## src/rtl/tick_slot_arbiter_pkg.sv

```systemverilog
// Shared definitions for the tick-slot arbiter: FSM encoding and default sizes.
package tick_slot_arbiter_pkg;
  localparam int DEF_NREQ = 4;
  localparam int DEF_LW   = 8;

  typedef enum logic {
    IDLE = 1'b0,
    BUSY = 1'b1
  } state_t;
endpackage

```

## src/rtl/tick_slot_arbiter_rr_pick.sv

```systemverilog
// Combinational round-robin search: first set bit of req_mask at or after start, wrapping.
module rr_pick #(
  parameter int NREQ = 4
) (
  input  logic [NREQ-1:0]         req_mask,
  input  logic [$clog2(NREQ)-1:0] start,
  output logic                    found,
  output logic [$clog2(NREQ)-1:0] index
);
  localparam int IW = $clog2(NREQ);

  logic [IW-1:0] cand;

  // Walk from farthest to nearest so the nearest hit is written last; NREQ is a
  // power of two, so the IW-bit add wraps naturally.
  always_comb begin
    found = 1'b0;
    index = '0;
    cand  = '0;
    for (int i = NREQ - 1; i >= 0; i--) begin
      cand = start + IW'(i);
      if (req_mask[cand]) begin
        found = 1'b1;
        index = cand;
      end
    end
  end
endmodule

```

## src/rtl/tick_slot_arbiter.sv

```systemverilog
// Round-robin arbiter granting the resource in slots measured in time-base ticks.
module tick_slot_arbiter
  import tick_slot_arbiter_pkg::*;
#(
  parameter int NREQ = DEF_NREQ,
  parameter int LW   = DEF_LW
) (
  input  logic                    clock,
  input  logic                    reset,
  input  logic                    tick,
  input  logic                    enable,
  input  logic [NREQ-1:0]         req,
  input  logic [LW-1:0]           slot_len,
  output logic [NREQ-1:0]         grant,
  output logic [$clog2(NREQ)-1:0] grant_id,
  output logic                    busy,
  output logic                    slot_start,
  output logic [LW-1:0]           remaining
);
  localparam int IW = $clog2(NREQ);

  state_t          state, state_n;
  logic [NREQ-1:0] grant_n;
  logic [IW-1:0]   grant_id_n;
  logic            busy_n, slot_start_n;
  logic [LW-1:0]   remaining_n, load_len;
  logic [IW-1:0]   last_owner, last_owner_n;
  logic            found, decide;
  logic [IW-1:0]   pick;

  // The owner sits last in the search order starting after last_owner, so it
  // only wins again when nobody else is requesting.
  rr_pick #(.NREQ(NREQ)) u_pick (
    .req_mask (req),
    .start    (last_owner + IW'(1)),
    .found    (found),
    .index    (pick)
  );

  assign load_len = (slot_len == '0) ? LW'(1) : slot_len;

  always_comb begin
    state_n      = state;
    grant_n      = grant;
    grant_id_n   = grant_id;
    busy_n       = busy;
    slot_start_n = 1'b0;
    remaining_n  = remaining;
    last_owner_n = last_owner;
    decide       = 1'b0;

    case (state)
      IDLE: decide = 1'b1;
      BUSY: begin
        // Release and expiry in the same cycle collapse into one slot end.
        decide = !req[grant_id] || (tick && remaining == LW'(1));
        if (!decide && tick) remaining_n = remaining - LW'(1);
      end
      default: decide = 1'b1;
    endcase

    if (decide) begin
      if (enable && found) begin
        state_n       = BUSY;
        grant_n       = '0;
        grant_n[pick] = 1'b1;
        grant_id_n    = pick;
        busy_n        = 1'b1;
        slot_start_n  = 1'b1;
        remaining_n   = load_len;
        last_owner_n  = pick;
      end else begin
        state_n     = IDLE;
        grant_n     = '0;
        grant_id_n  = '0;
        busy_n      = 1'b0;
        remaining_n = '0;
      end
    end
  end

  always_ff @(posedge clock or posedge reset) begin
    if (reset) begin
      state      <= IDLE;
      grant      <= '0;
      grant_id   <= '0;
      busy       <= 1'b0;
      slot_start <= 1'b0;
      remaining  <= '0;
      last_owner <= IW'(NREQ - 1);
    end else begin
      state      <= state_n;
      grant      <= grant_n;
      grant_id   <= grant_id_n;
      busy       <= busy_n;
      slot_start <= slot_start_n;
      remaining  <= remaining_n;
      last_owner <= last_owner_n;
    end
  end
endmodule

```

## config.mk

```make
export PLATFORM = sky130hd
export DESIGN_NAME = tick_slot_arbiter
export DESIGN_NICKNAME = d
export VERILOG_FILES = /design/src/rtl/tick_slot_arbiter_pkg.sv /design/src/rtl/tick_slot_arbiter_rr_pick.sv /design/src/rtl/tick_slot_arbiter.sv
export SDC_FILE = /design/constraint.sdc
export NUM_CORES = 1
export LEC_CHECK = 0
export BUFFER_PORTS_ARGS = -buffer_cell sky130_fd_sc_hd__buf_2
export CORE_MARGIN = 4
export CORE_UTILIZATION = 45
export DETAILED_ROUTE_END_ITERATION = 12
export PLACE_DENSITY_LB_ADDON = 0.2
export SLEW_MARGIN = 5
export SYNTH_ARGS = -nofsm -noshare
export SYNTH_HDL_FRONTEND = slang
export SYNTH_HIERARCHICAL = 1
export SYNTH_SLANG_ARGS = --single-unit
```

## constraint.sdc

```tcl
create_clock -name clock -period 2.2 [get_ports clock]
set_input_delay 0.22 -clock clock [delete_from_list [all_inputs] [get_ports clock]]
set_output_delay 0.22 -clock clock [all_outputs]
set_load 0.01 [all_outputs]
```

==> results.py <==
metrics = {
    "place": {
        "post-dp-hpwl_microns": 1720,
        "port_buffers": 31,
        "gp_congestion": 0.771,
        "place_inst": 155,
    },
    "yosys": {
        "yosys.area.top_type": "dfrtp_1",
        "yosys-top-cells-area": "dfrtp_1 (40%), dfstp_2 (5.2%), xnor2_1 (5.2%)",
        "ys_seq_area_share_pct": 44.9,
        "ys_ff_latch": 18,
        "syn_nets": 117,
        "postSynthCellCount": 99,
        "yosys_warnings": 6,
        "yosys-top-cells-count": "dfrtp_1 (16), o21ai_0 (9), nor2_1 (8)",
        "synth_most_common_cell": "dfrtp_1",
        "synth_top_area_share_pct": 39.7,
        "yosysUniqueCellTypes": 33,
        "synthArstFlopShare_pct": 100,
        "synth_edf_count": 0,
        "syn_area_per_cell_sq_um": 10.2,
        "syn_area_sq_um": 1010,
        "synth_flop_cell": "dfrtp_1",
    },
    "pwr": {
        "peakVddDrop_uv": 676,
        "swShare_pct": 41.3,
        "p_sw_uw": 705,
        "p_leak_uw": 0.000598,
        "p_comb_share_pct": 50.8,
        "pwr-share-clk_pct": 12.1,
        "power.internal_uw": 1000,
        "p_per_area_nw_per_um2": 1390,
        "pwr-share-seq_pct": 37.1,
    },
    "layout": {
        "fin_cells": 159,
        "area_growth_pct": 21.5,
        "final_nets": 151,
        "diodes": 0,
        "final_layout_size_suffix_gt1_share_pct": 36.4,
    },
    "cts": {
        "htree_levels": 1,
        "cts_tree": "built",
        "cts.sinks": 18,
        "path_clk_slew_ns": 0.11,
        "cts_resized": 0,
        "post_cts_buffers": 0,
        "numCtsBuffers": 3,
        "max-clock-path-buffers": 2,
        "clk-insertion-delay-late_ns": 0.29,
        "hold_buffers": 0,
        "cts_root_buf": "clkbuf_4",
    },
    "flow_run": {
        "cap_viol_max_count": 0,
    },
    "global_route": {
        "grt_max_degree": 20,
        "grt_pass1_wl_microns": 3910,
        "grt_pass1_vias": 868,
        "grt_busiest_layer": "met2",
        "grt.total_usage_pct": 15.5,
        "met1_usage_pct": 21.5,
        "antenna_found_initial": 0,
        "met2_usage_pct": 23.8,
        "use_met3_pct": 4.20,
        "grt.overflow.total": 0,
    },
    "floorplan": {
        "start_util_pct": 49.4,
        "ios": 32,
        "die_w_microns": 55.3,
        "fp.dieArea_sq_um": 3060,
        "chipHeight_microns": 55.3,
        "fp.coreArea_sq_um": 2040,
        "rows": 16,
    },
    "detailed_routing": {
        "ant_nets": 0,
        "drt_pass1_iterations": 4,
        "drc_errors": 0,
        "num_vias": 832,
        "wl_microns": 2220,
        "drt-vias-per-instance": 5.23,
        "wire_per_inst_microns": 14.0,
        "drt_iter0_markers": 30,
    },
    "sta": {
        "period_needed_ns": 2.04,
        "fin_skew_ns": 0.00621,
        "hold_viol_final": 0,
        "slew_headroom_pct": 54.2,
        "finalSetupViolCount": 0,
        "fin_crit_sh_pct": 92.6,
        "report.final.slew_viol_count": 0,
        "max_freq_mhz": 491,
        "rsz0062_at_grt": "false",
        "setup_tns_ns": 0,
        "worstMarginPinSlew_ns": 0.687,
    },
    "critical_path": {
        "cp_max_fo": 7,
        "crit_path_start_kind": "flop",
        "worstPathRequired_ns": 2.42,
        "path_class": "reg -> reg",
        "cp-end-kind": "flop",
        "worstPathArrival_ns": 2.26,
    },
    "worst_hold_path": {
        "min_path_type": "in -> async",
    },
    "outcome": {
        "status": "complete, no violations",
    },
}
-- per-layer routing --
metal / wire [microns] / part of all wire, %
met1: 1070 / 48
met2: 1020 / 46
met3: 113 / 5.1
met4: 13 / 0.59
met5: 0 / 0
-- final cells by class --
cell class | count | area, sq um
fill | 196 | 817
timing repair buffer | 32 | 163
clock buffer | 4 | 36.3
sequential | 18 | 453
tap | 27 | 33.8
multi-input combinational | 71 | 513
inverter | 7 | 26.3
-- final timing paths --
check | start | to | slack, ns | cells past startpoint
max in group asynchronous | reset | grant[3] | 1.75 | 2
min in group clock | slot_len[6] | remaining[6] | 0.17 | 3
min | reset | remaining[1] | 0.008 | 2
max reg2reg | remaining[1] | last_owner[1] | 0.16 | 6
max | remaining[1] | last_owner[1] | 0.16 | 6
min reg2reg | grant[0] | grant[0] | 0.51 | 1
-- sequential cells by signal, summed over array words and instances, names as in the netlist --
register	flops
remaining	8
grant	4
grant_id	2
last_owner	2
slot_start	1
state	1
-- worst max-delay path: stages, from the launching register on --
cell      delay (ns)
dfrtp_1         0.41
inv_1           0.10
ha_1            0.14
or4bb_1         0.52
o211ai_4        0.27
and2_4          0.21
mux2_1          0.32
-- per-stage QoR --
| stage | power, uW | setup WS (ns) | util (%) | cell area, sq um | hold WS [ns] |
|---|---|---|---|---|---|
| after floorplan | 1240 | 0.246 | - | 1010 | 0.157 |
| after global placement | 1490 | 0.242 | 58.2 | 1190 | 0.343 |
| after detailed placement | 1510 | 0.166 | 58.2 | 1190 | 0.352 |
| after CTS | 1720 | 0.150 | 60.0 | 1220 | 0.0180 |
| after global routing | 1870 | 0.00920 | 60.0 | 1220 | 0.0310 |
| final | 1710 | 0.162 | 60.0 | 1220 | 0.00777 |
-- kinds of logic (layout without fill, tap and decap cells) --
| kind of cell | Yosys count | after routing | share of synthesized area (%) |
|---|---|---|---|
| flops | 18 | 18 | 44.9 |
| buf+inv | 10 | 43 | 4.22 |
| xor+xnor | 8 | 8 | 6.95 |
| compound gates | 14 | 14 | 9.80 |
| fa+ha+maj | 2 | 2 | 2.48 |
| simple gates | 37 | 37 | 19.7 |
| mux | 10 | 10 | 11.9 |
-- power by group through the flow --
stage | Combinational (uW) | Clock, uW | Sequential [uW]
after floorplan | 561 | 0 | 682
final | 867 | 206 | 632
after global placement | 855 | 0 | 633
after global routing | 973 | 229 | 664
after CTS | 874 | 215 | 636
after detailed placement | 867 | 0 | 641
-- cells in the final DEF (no fill, tap or decap), types with 2 or more instances in the layout --
cell type  synthesis  final
mux2_1             2      2
nor2_1             8      8
clkbuf_4           0      3
nor3_1             3      3
ha_1               2      2
xnor2_1            6      6
xor2_1             2      2
inv_1              7      7
nand3_1            7      7
o21ai_0            9      9
dfstp_2            2      2
nor4_1             2      2
buf_2              1     31
nand2b_1           2      2
dfrtp_1           16     16
mux2i_1            3      3
nand2_1            7      7
mux2_2             4      4
No activity file was read; power rests on OpenSTA's default activity.
